--- src/rtl/pwm_pkg.sv ---
// -----------------------------------------------------------------------------
// pwm_pkg
// Shared constants and helpers for the PWM peripheral, the SPI register file
// and the top-level wrapper.
//   PWM_CNT_W       : PWM counter / duty register width
//   DUTY_FULL       : duty code meaning "always high"
//   NUM_PINS        : number of driven output pins
//   DEFAULT_CLK_DIV : default prescaler divide ratio
//   pin_mode_e      : per-pin drive mode
// -----------------------------------------------------------------------------
package pwm_pkg;

    localparam int unsigned            PWM_CNT_W       = 8;
    localparam logic [PWM_CNT_W-1:0]   DUTY_FULL       = 8'hFF;
    localparam int unsigned            NUM_PINS        = 16;
    localparam int unsigned            DEFAULT_CLK_DIV = 13;

    typedef enum logic [1:0] {
        PIN_LOW  = 2'd0,
        PIN_HIGH = 2'd1,
        PIN_PWM  = 2'd2
    } pin_mode_e;

    // Output enable dominates; PWM select only matters for enabled pins.
    function automatic pin_mode_e pin_mode(input logic en_out, input logic en_pwm);
        if (!en_out) begin
            return PIN_LOW;
        end else if (!en_pwm) begin
            return PIN_HIGH;
        end
        return PIN_PWM;
    endfunction

endpackage

--- src/rtl/pwm_timebase.sv ---
// -----------------------------------------------------------------------------
// pwm_timebase
// Prescaler plus PWM count generator. One PWM count lasts CLK_DIV clocks; a
// period is 2**CNT_W counts.
//   i_clk          : system clock
//   i_rst          : synchronous active-high reset
//   o_cnt          : current PWM count
//   o_wrap         : high on the last clock of a period (count about to wrap)
//   o_period_start : one-clock pulse on the first clock of each period
// -----------------------------------------------------------------------------
module pwm_timebase
    import pwm_pkg::*;
#(
    parameter int unsigned CLK_DIV = DEFAULT_CLK_DIV,
    parameter int unsigned CNT_W   = PWM_CNT_W
) (
    input  logic             i_clk,
    input  logic             i_rst,
    output logic [CNT_W-1:0] o_cnt,
    output logic             o_wrap,
    output logic             o_period_start
);

    // CLK_DIV = 1 still needs a 1-bit prescaler; it simply stays at 0.
    localparam int unsigned      PS_W    = (CLK_DIV > 1) ? $clog2(CLK_DIV) : 1;
    localparam logic [PS_W-1:0]  PS_LAST = PS_W'(CLK_DIV - 1);

    logic [PS_W-1:0]  r_prescaler;
    logic [CNT_W-1:0] r_pwm_cnt;
    logic             r_period_start;
    logic             w_tick;
    logic             w_wrap;

    assign w_tick = (r_prescaler == PS_LAST);
    assign w_wrap = w_tick && (r_pwm_cnt == '1);

    always_ff @(posedge i_clk) begin
        if (i_rst) begin
            r_prescaler    <= '0;
            r_pwm_cnt      <= '0;
            r_period_start <= 1'b0;
        end else begin
            if (w_tick) begin
                r_prescaler <= '0;
                r_pwm_cnt   <= r_pwm_cnt + 1'b1;
            end else begin
                r_prescaler <= r_prescaler + 1'b1;
            end
            // Registered so the pulse lands on the clock where the count is 0.
            r_period_start <= w_wrap;
        end
    end

    assign o_cnt          = r_pwm_cnt;
    assign o_wrap         = w_wrap;
    assign o_period_start = r_period_start;

endmodule

--- src/rtl/pwm_peripheral.sv ---
// -----------------------------------------------------------------------------
// pwm_peripheral
// Drives 16 pins as forced-low, static-high or a shared PWM waveform, from
// configuration bytes written by the SPI register file. Duty is
// double-buffered and only takes effect at a period boundary.
//   clk              : system clock
//   rst              : synchronous active-high reset
//   en_reg_out_7_0   : output enable, pins 7..0
//   en_reg_out_15_8  : output enable, pins 15..8
//   en_reg_pwm_7_0   : PWM mode select, pins 7..0
//   en_reg_pwm_15_8  : PWM mode select, pins 15..8
//   pwm_duty_cycle   : requested duty (0x00 = 0%, 0xFF = 100%)
//   pwm_out          : pin drive, [7:0] -> uo_out, [15:8] -> uio_out
//   period_start     : one-clock pulse on the first clock of each period
// -----------------------------------------------------------------------------
module pwm_peripheral
    import pwm_pkg::*;
#(
    parameter int unsigned CLK_DIV = DEFAULT_CLK_DIV,
    parameter int unsigned CNT_W   = PWM_CNT_W
) (
    input  logic                clk,
    input  logic                rst,
    input  logic [7:0]          en_reg_out_7_0,
    input  logic [7:0]          en_reg_out_15_8,
    input  logic [7:0]          en_reg_pwm_7_0,
    input  logic [7:0]          en_reg_pwm_15_8,
    input  logic [CNT_W-1:0]    pwm_duty_cycle,
    output logic [NUM_PINS-1:0] pwm_out,
    output logic                period_start
);

    logic [NUM_PINS-1:0] r_en_out;
    logic [NUM_PINS-1:0] r_en_pwm;
    logic [CNT_W-1:0]    r_duty;
    logic [CNT_W-1:0]    r_duty_shadow;
    logic [NUM_PINS-1:0] r_pwm_out;

    logic [CNT_W-1:0]    w_cnt;
    logic                w_wrap;
    logic                w_pwm_sig;
    logic [NUM_PINS-1:0] w_pin_next;

    pwm_timebase #(
        .CLK_DIV (CLK_DIV),
        .CNT_W   (CNT_W)
    ) u_timebase (
        .i_clk          (clk),
        .i_rst          (rst),
        .o_cnt          (w_cnt),
        .o_wrap         (w_wrap),
        .o_period_start (period_start)
    );

    // Capture stage isolates the SPI register fan-out; the shadow duty only
    // updates on wrap so a mid-period write cannot glitch the waveform.
    always_ff @(posedge clk) begin
        if (rst) begin
            r_en_out      <= '0;
            r_en_pwm      <= '0;
            r_duty        <= '0;
            r_duty_shadow <= '0;
        end else begin
            r_en_out <= {en_reg_out_15_8, en_reg_out_7_0};
            r_en_pwm <= {en_reg_pwm_15_8, en_reg_pwm_7_0};
            r_duty   <= pwm_duty_cycle;
            if (w_wrap) begin
                r_duty_shadow <= r_duty;
            end
        end
    end

    // Full-scale duty is special-cased so the last count does not drop low.
    always_comb begin
        w_pwm_sig = 1'b0;
        if (r_duty_shadow == DUTY_FULL) begin
            w_pwm_sig = 1'b1;
        end else begin
            w_pwm_sig = (w_cnt < r_duty_shadow);
        end
    end

    always_comb begin
        w_pin_next = '0;
        for (int unsigned i = 0; i < NUM_PINS; i++) begin
            case (pin_mode(r_en_out[i], r_en_pwm[i]))
                PIN_HIGH: w_pin_next[i] = 1'b1;
                PIN_PWM:  w_pin_next[i] = w_pwm_sig;
                default:  w_pin_next[i] = 1'b0;
            endcase
        end
    end

    always_ff @(posedge clk) begin
        if (rst) begin
            r_pwm_out <= '0;
        end else begin
            r_pwm_out <= w_pin_next;
        end
    end

    assign pwm_out = r_pwm_out;

endmodule

--- config.mk ---
export PLATFORM = sky130hd
export DESIGN_NAME = pwm_peripheral
export DESIGN_NICKNAME = d
export VERILOG_FILES = /design/src/rtl/pwm_pkg.sv /design/src/rtl/pwm_timebase.sv /design/src/rtl/pwm_peripheral.sv
export SDC_FILE = /design/constraint.sdc
export NUM_CORES = 1
export LEC_CHECK = 0
export CAP_MARGIN = 0
export CELL_PAD_IN_SITES_DETAIL_PLACEMENT = 2
export CELL_PAD_IN_SITES_GLOBAL_PLACEMENT = 2
export CORE_ASPECT_RATIO = 1.75
export CORE_MARGIN = 2
export CORE_UTILIZATION = 33
export DETAILED_ROUTE_END_ITERATION = 10
export PLACE_DENSITY = 0.87
export SETUP_SLACK_MARGIN = 0.4
export SYNTH_ARGS = -nofsm -noshare
export SYNTH_HDL_FRONTEND = slang
export SYNTH_SLANG_ARGS = --single-unit
export TNS_END_PERCENT = 10
--- constraint.sdc ---
create_clock -name clk -period 4.5 [get_ports clk]
set_clock_uncertainty 0.2 [all_clocks]
set_input_delay 0.45 -clock clk [delete_from_list [all_inputs] [get_ports clk]]
set_output_delay 0.45 -clock clk [all_outputs]
set_load 0.01 [all_outputs]
# After elaboration in Yosys (flattened, before gate mapping)
# Cells that the tools add are included.
[classes]
addsub = 2
n_mul = 0
div_mod_pow = 0
order_cmp = 1
eq_ne = 35
shift = 0
mux = 97
bitwise_logic = 0
n_reduce_logical = 2
[op_table]
columns = ["cell", "n"]
rows = [
  ["$mux 2", 48],
  ["$mux 1", 33],
  ["$eq 2x1->1 const B", 16],
  ["$eq 2x2->1 const B", 16],
  ["$pmux 1 s2", 16],
  ["$eq 8x8->1 const B", 2],
  ["$add 8x1->8 const B", 1],
  ["$lt 8x8->1", 1],
  ["$add 4x1->4 const B", 1],
  ["$eq 4x4->1 const B", 1],
  ["$reduce_or 2->1", 1],
  ["$logic_and 1x1->1", 1],
]
[word_totals]
register_bits = 77
latch_bits = 0
mem_bits_rw = 0
rom_bits = 0
inputBits = 42
out_inout_bits = 17
elab_cells = 145
n_memories = 0

# Longest topological paths before layout
[depth]
ltp_word = 5
depth_mapped = 7
mapped_depth_nobuf = 6

# Cells and area by module
# From an unflattened synthesis, not the netlist that was laid out.
[unflattened]
hier_cells = 249
area_unflattened_um2 = 2652.5
[by_module_without_submodules]
columns = ["module", "instances", "cells_each", "area_each_um2", "seq_area_each_um2"]
rows = [
  ["pwm_peripheral", 1, 188, 2084.5, 1281.2],
  ["pwm_timebase", 1, 61, 568.0, 260.2],
]

# Least setup slack after synthesis
# No wires, ideal clock.
[synth_path]
path_type = "register to register"
from = "register r_duty_shadow[3]"
to = "register r_pwm_out[0], in the netlist pwm_out[0]"
setup_ps = 116
arrival_time_ps = 1478
required_time_ps = 4184
slack_ps = 2705
path_stages_with_launch = 8
path_buffers = 1
synth_period_minus_slack_ps = 1795
path_cell_list = "dfxtp_1 > inv_1 > ha_1 > o21a_1 > o22ai_1 > o32ai_2 > buf_6 > a21oi_1"
[synth_between]
elab_chain_cells = 3
elab_cells_between_ends = 4
classes_between = "order compare: 1; eq/ne: 1; mux: 2"
[synth_lines]
columns = ["item", "line_no", "source"]
rows = [
  ["from (decl)", "pwm_peripheral.sv:36", "logic [CNT_W-1:0] r_duty_shadow;"],
  ["from (signal assigned)", "pwm_peripheral.sv:68", "r_duty_shadow <= r_duty;"],
  ["$lt 8x8->1 / $eq 8x8->1 (equally long branches)", "pwm_peripheral.sv:79, pwm_peripheral.sv:76", ""],
  ["$mux 1 (*)", "pwm_peripheral.sv:76", "if (r_duty_shadow == DUTY_FULL) begin"],
  ["$pmux 1 s2 (*)", "pwm_peripheral.sv:86", "case (pin_mode(r_en_out[i], r_en_pwm[i]))"],
  ["to (signal assigned)", "pwm_peripheral.sv:98", "r_pwm_out <= w_pin_next;"],
  ["to (decl)", "pwm_peripheral.sv:37", "logic [NUM_PINS-1:0] r_pwm_out;"],
]
# Every way passes the cells marked *; elsewhere a longest branch is shown, timed or not.
# A chain may end at the register's enable or synchronous reset.

# Final worst setup path
[layout_path]
from = "register r_duty_shadow[3]"
to = "register r_pwm_out[8], in the netlist pwm_out[8]"
# Same word-level chain as after synthesis.

==> run_summary.xml <==
<?xml version="1.0" encoding="UTF-8"?>
<metrics>
  <group name="cts">
    <metric name="numClockSinks" unit="">77</metric>
    <metric name="cts_resized" unit="">0</metric>
    <metric name="h-tree-depth" unit="">3</metric>
    <metric name="cts.root.buffer_cell" unit="">clkbuf_16</metric>
    <metric name="clk_transition_reported_paths" unit="ns">0.06</metric>
    <metric name="cts-root-to-sink-buffers" unit="">2</metric>
    <metric name="cts_tree" unit="">done</metric>
    <metric name="clk-insertion-delay-late" unit="ns">0.34</metric>
    <metric name="post-cts-setup-buffers" unit="">0</metric>
    <metric name="cts-hold-fix-buffers" unit="">0</metric>
    <metric name="tritoncts.num_buffers" unit="">9</metric>
  </group>
  <group name="synthesis">
    <metric name="synth_flop_cell" unit="">dfxtp_1</metric>
    <metric name="mean_instance_size_in_the_synthesized_netlist" unit="µm²">10.6</metric>
    <metric name="post_synth_inst_count" unit="">249</metric>
    <metric name="netlist_area" unit="µm²">2650</metric>
    <metric name="synthArstFlopShare" unit="%">0</metric>
    <metric name="synth_enable_flop_cells" unit="">0</metric>
    <metric name="synthDistinctLibCells" unit="">28</metric>
    <metric name="count_of_yosys_warnings_during_synthesis" unit="">0</metric>
    <metric name="syn_nets" unit="">301</metric>
    <metric name="synth-seq-area-share" unit="%">58.2</metric>
    <metric name="synth.ff_latch_count" unit="">77</metric>
  </group>
  <group name="min_path">
    <metric name="holdCritPathClass" unit="">reg -&gt; reg</metric>
  </group>
  <group name="sta">
    <metric name="fin_crit" unit="ns">2.52</metric>
    <metric name="relative_max_transition_margin" unit="%">23.1</metric>
    <metric name="max_freq" unit="MHz">397</metric>
    <metric name="setup-tns-final" unit="ns">0</metric>
    <metric name="timing.final.max_slew_violations" unit="">0</metric>
    <metric name="grt_setup_unrepaired" unit="">false</metric>
    <metric name="report.final.hold_viol_count" unit="">0</metric>
    <metric name="worst_slew_pin_slew" unit="ns">1.15</metric>
    <metric name="setup_viol_count_final" unit="">0</metric>
    <metric name="min_period_over_period" unit="%">56.0</metric>
  </group>
  <group name="floorplan">
    <metric name="die-area" unit="µm²">8790</metric>
    <metric name="floorplan.rows" unit="">43</metric>
    <metric name="die-width" unit="µm">71.7</metric>
    <metric name="initial_utilization" unit="%">33.7</metric>
    <metric name="chipHeight" unit="µm">123</metric>
    <metric name="io-pin-count" unit="">59</metric>
    <metric name="core" unit="µm²">7860</metric>
  </group>
  <group name="status">
    <metric name="run_status" unit="">finished clean</metric>
  </group>
  <group name="finish">
    <metric name="fillCellCount" unit="">777</metric>
    <metric name="multiInputGateArea" unit="µm²">1020</metric>
    <metric name="drive_gt1_share" unit="%">7.67</metric>
    <metric name="area_growth_syn_to_layout" unit="%">34.6</metric>
    <metric name="combined_flip_flop_and_latch_cell_area" unit="µm²">1540</metric>
    <metric name="final_nets" unit="">361</metric>
    <metric name="num_antenna_cells" unit="">0</metric>
  </group>
  <group name="place">
    <metric name="globalplace.congestion" unit="">0.713</metric>
    <metric name="hpwlAfterDp" unit="mm">4.74</metric>
    <metric name="io_buffer_count" unit="">58</metric>
  </group>
  <group name="worst_setup_path">
    <metric name="timing_worst_setup_path_type" unit="">reg -&gt; reg</metric>
    <metric name="critical_path.startpoint_type" unit="">register</metric>
    <metric name="critical_path_arrival" unit="ns">2.49</metric>
    <metric name="required_time_at_the_worst_slack_endpoint" unit="ns">4.47</metric>
    <metric name="crit_fanout" unit="">16</metric>
    <metric name="endpoint_kind" unit="">register</metric>
  </group>
  <group name="global_routing">
    <metric name="antenna_found_initial" unit="">0</metric>
    <metric name="largest_net_degree_at_the_start_of_global_routing" unit="">47</metric>
    <metric name="first_global_vias" unit="">2308</metric>
    <metric name="grt.total_usage" unit="%">19.1</metric>
    <metric name="first_pass_grt_wire_length" unit="mm">12.1</metric>
    <metric name="global_route.overflow_total" unit="">0</metric>
  </group>
  <group name="detailed_routing">
    <metric name="route.final.wire_length" unit="mm">7.60</metric>
    <metric name="wire_per_inst" unit="µm">18.9</metric>
    <metric name="route.vias.total" unit="">1926</metric>
    <metric name="drc_violations_left" unit="">0</metric>
    <metric name="drt-vias-per-instance" unit="">4.78</metric>
    <metric name="detailedRoute.firstIterationViolations" unit="">67</metric>
    <metric name="drtAntennaViolNets" unit="">0</metric>
    <metric name="detailedRoute.firstPassIterationCount" unit="">4</metric>
  </group>
  <group name="power">
    <metric name="totalPowerFinal" unit="µW">1460</metric>
    <metric name="power_per_cell_area" unit="nW/µm²">411</metric>
    <metric name="irDropWorstVdd" unit="mV">0.284</metric>
    <metric name="p_leak" unit="µW">0.00135</metric>
  </group>
  <group name="run">
    <metric name="cap_viol_max_count" unit="">0</metric>
  </group>
</metrics>
## final timing paths
kind / start / endpoint / slack (ns) / cells past startpoint
setup / recovery: r_duty_shadow[3] / pwm_out[8] / 1.98 / 6
hold / removal: r_en_pwm[14] / pwm_out[14] / 0.20 / 1
setup reg to reg: r_duty_shadow[3] / pwm_out[8] / 1.98 / 6
hold reg to reg: r_en_pwm[14] / pwm_out[14] / 0.20 / 1
## worst max-delay path, stage by stage (launching register included)
cell	delay [ns]
dfxtp_1	0.36
inv_1	0.06
ha_1	0.28
o21a_1	0.14
o22ai_1	0.10
o32ai_2	0.99
a21oi_1	0.21
## routing by layer
layer	vias to the layer above	GRT usage, %	routed length (µm)
met5	-	0	0
met4	0	9.55	197
met3	15	4.93	274
met2	43	36.2	4420
met1	931	18.6	2710
li1	937	-	-
## synthesized netlist by cell type, drive strengths merged, types with 6 or more instances
cell type	n	area, µm²
nor3	6	41.3
mux2i	9	90.1
inv	10	37.5
clkbuf	9	33.8
nand2	6	22.5
nand4	6	52.6
dfxtp	77	1540
ha	10	125
nor2b	40	250
nor2	15	56.3
a21oi	22	110
nand2b	17	106
## registers in the layout, indices dropped and copies added (netlist names)
signal	flops
pwm_out	16
r_en_out	16
r_en_pwm	16
r_duty	8
r_duty_shadow	8
u_timebase.o_cnt	8
u_timebase.r_prescaler	4
u_timebase.o_period_start	1
## kinds of logic (layout without fill, tap and decap cells)
kind of cell | count (synthesis) | count (layout) | synth area share, %
adder cells (fa/ha/maj) | 10 | 10 | 4.72
flip-flops | 77 | 77 | 58.2
XOR/XNOR | 5 | 5 | 1.65
buffers and inverters | 20 | 84 | 3.12
multiplexers | 9 | 9 | 3.40
AND/OR/NAND/NOR | 97 | 97 | 21.9
AO/OA/AOI/OAI | 31 | 31 | 6.99
## cell type report
type                    instances  area share, %
clock buffers                  10           6.70
clock inverters                 5          0.772
inverters                      10           1.05
multi-input cells             152           28.7
flip-flops and latches         77           43.2
well taps                      90           3.16
repair buffers                 59           16.4
## through the flow
stage          cells  worst slack, ns  instance area, µm²  utilization [%]  hold slack [ns]
2_1_floorplan    249             2.71                2650                -            0.181
4_1_cts          403             1.88                3570             45.4            0.202
6_report         403             1.98                3570             45.4            0.198
5_1_grt          403             1.80                3570             45.4            0.222
3_5_place_dp     388             2.04                3300             42.0            0.192
3_3_place_gp     388             2.21                3300             42.0            0.182
## report_power, final
| part | switching [µW] | internal, µW | leakage, µW | total (µW) |
|---|---|---|---|---|
| logic | 36.0 | 57.4 | 0.000587 | 93.4 |
| clock network | 269 | 381 | 0.000134 | 649 |
| registers | 12.4 | 709 | 0.000634 | 721 |
## layout by cell type, fill, tap and decap left out, drive strengths merged
cell            n
nor2b          40
nor3b           2
ha             10
nand2b         17
or4             1
nor3            6
clkinvlp        1
and3            1
o22ai           1
a2111oi         1
xor2            1
or3             2
clkinv          4
mux2i           9
o32ai           1
clkbuf         10
nor4            1
o21ai           3
clkdlybuf4s50  57
a21o            1
buf             2
inv            10
o21a            2
a21oi          22
nand2           6
nor2           15
nand4           6
dfxtp          77
xnor2           4
No activity file was read; power rests on OpenSTA's default activity.
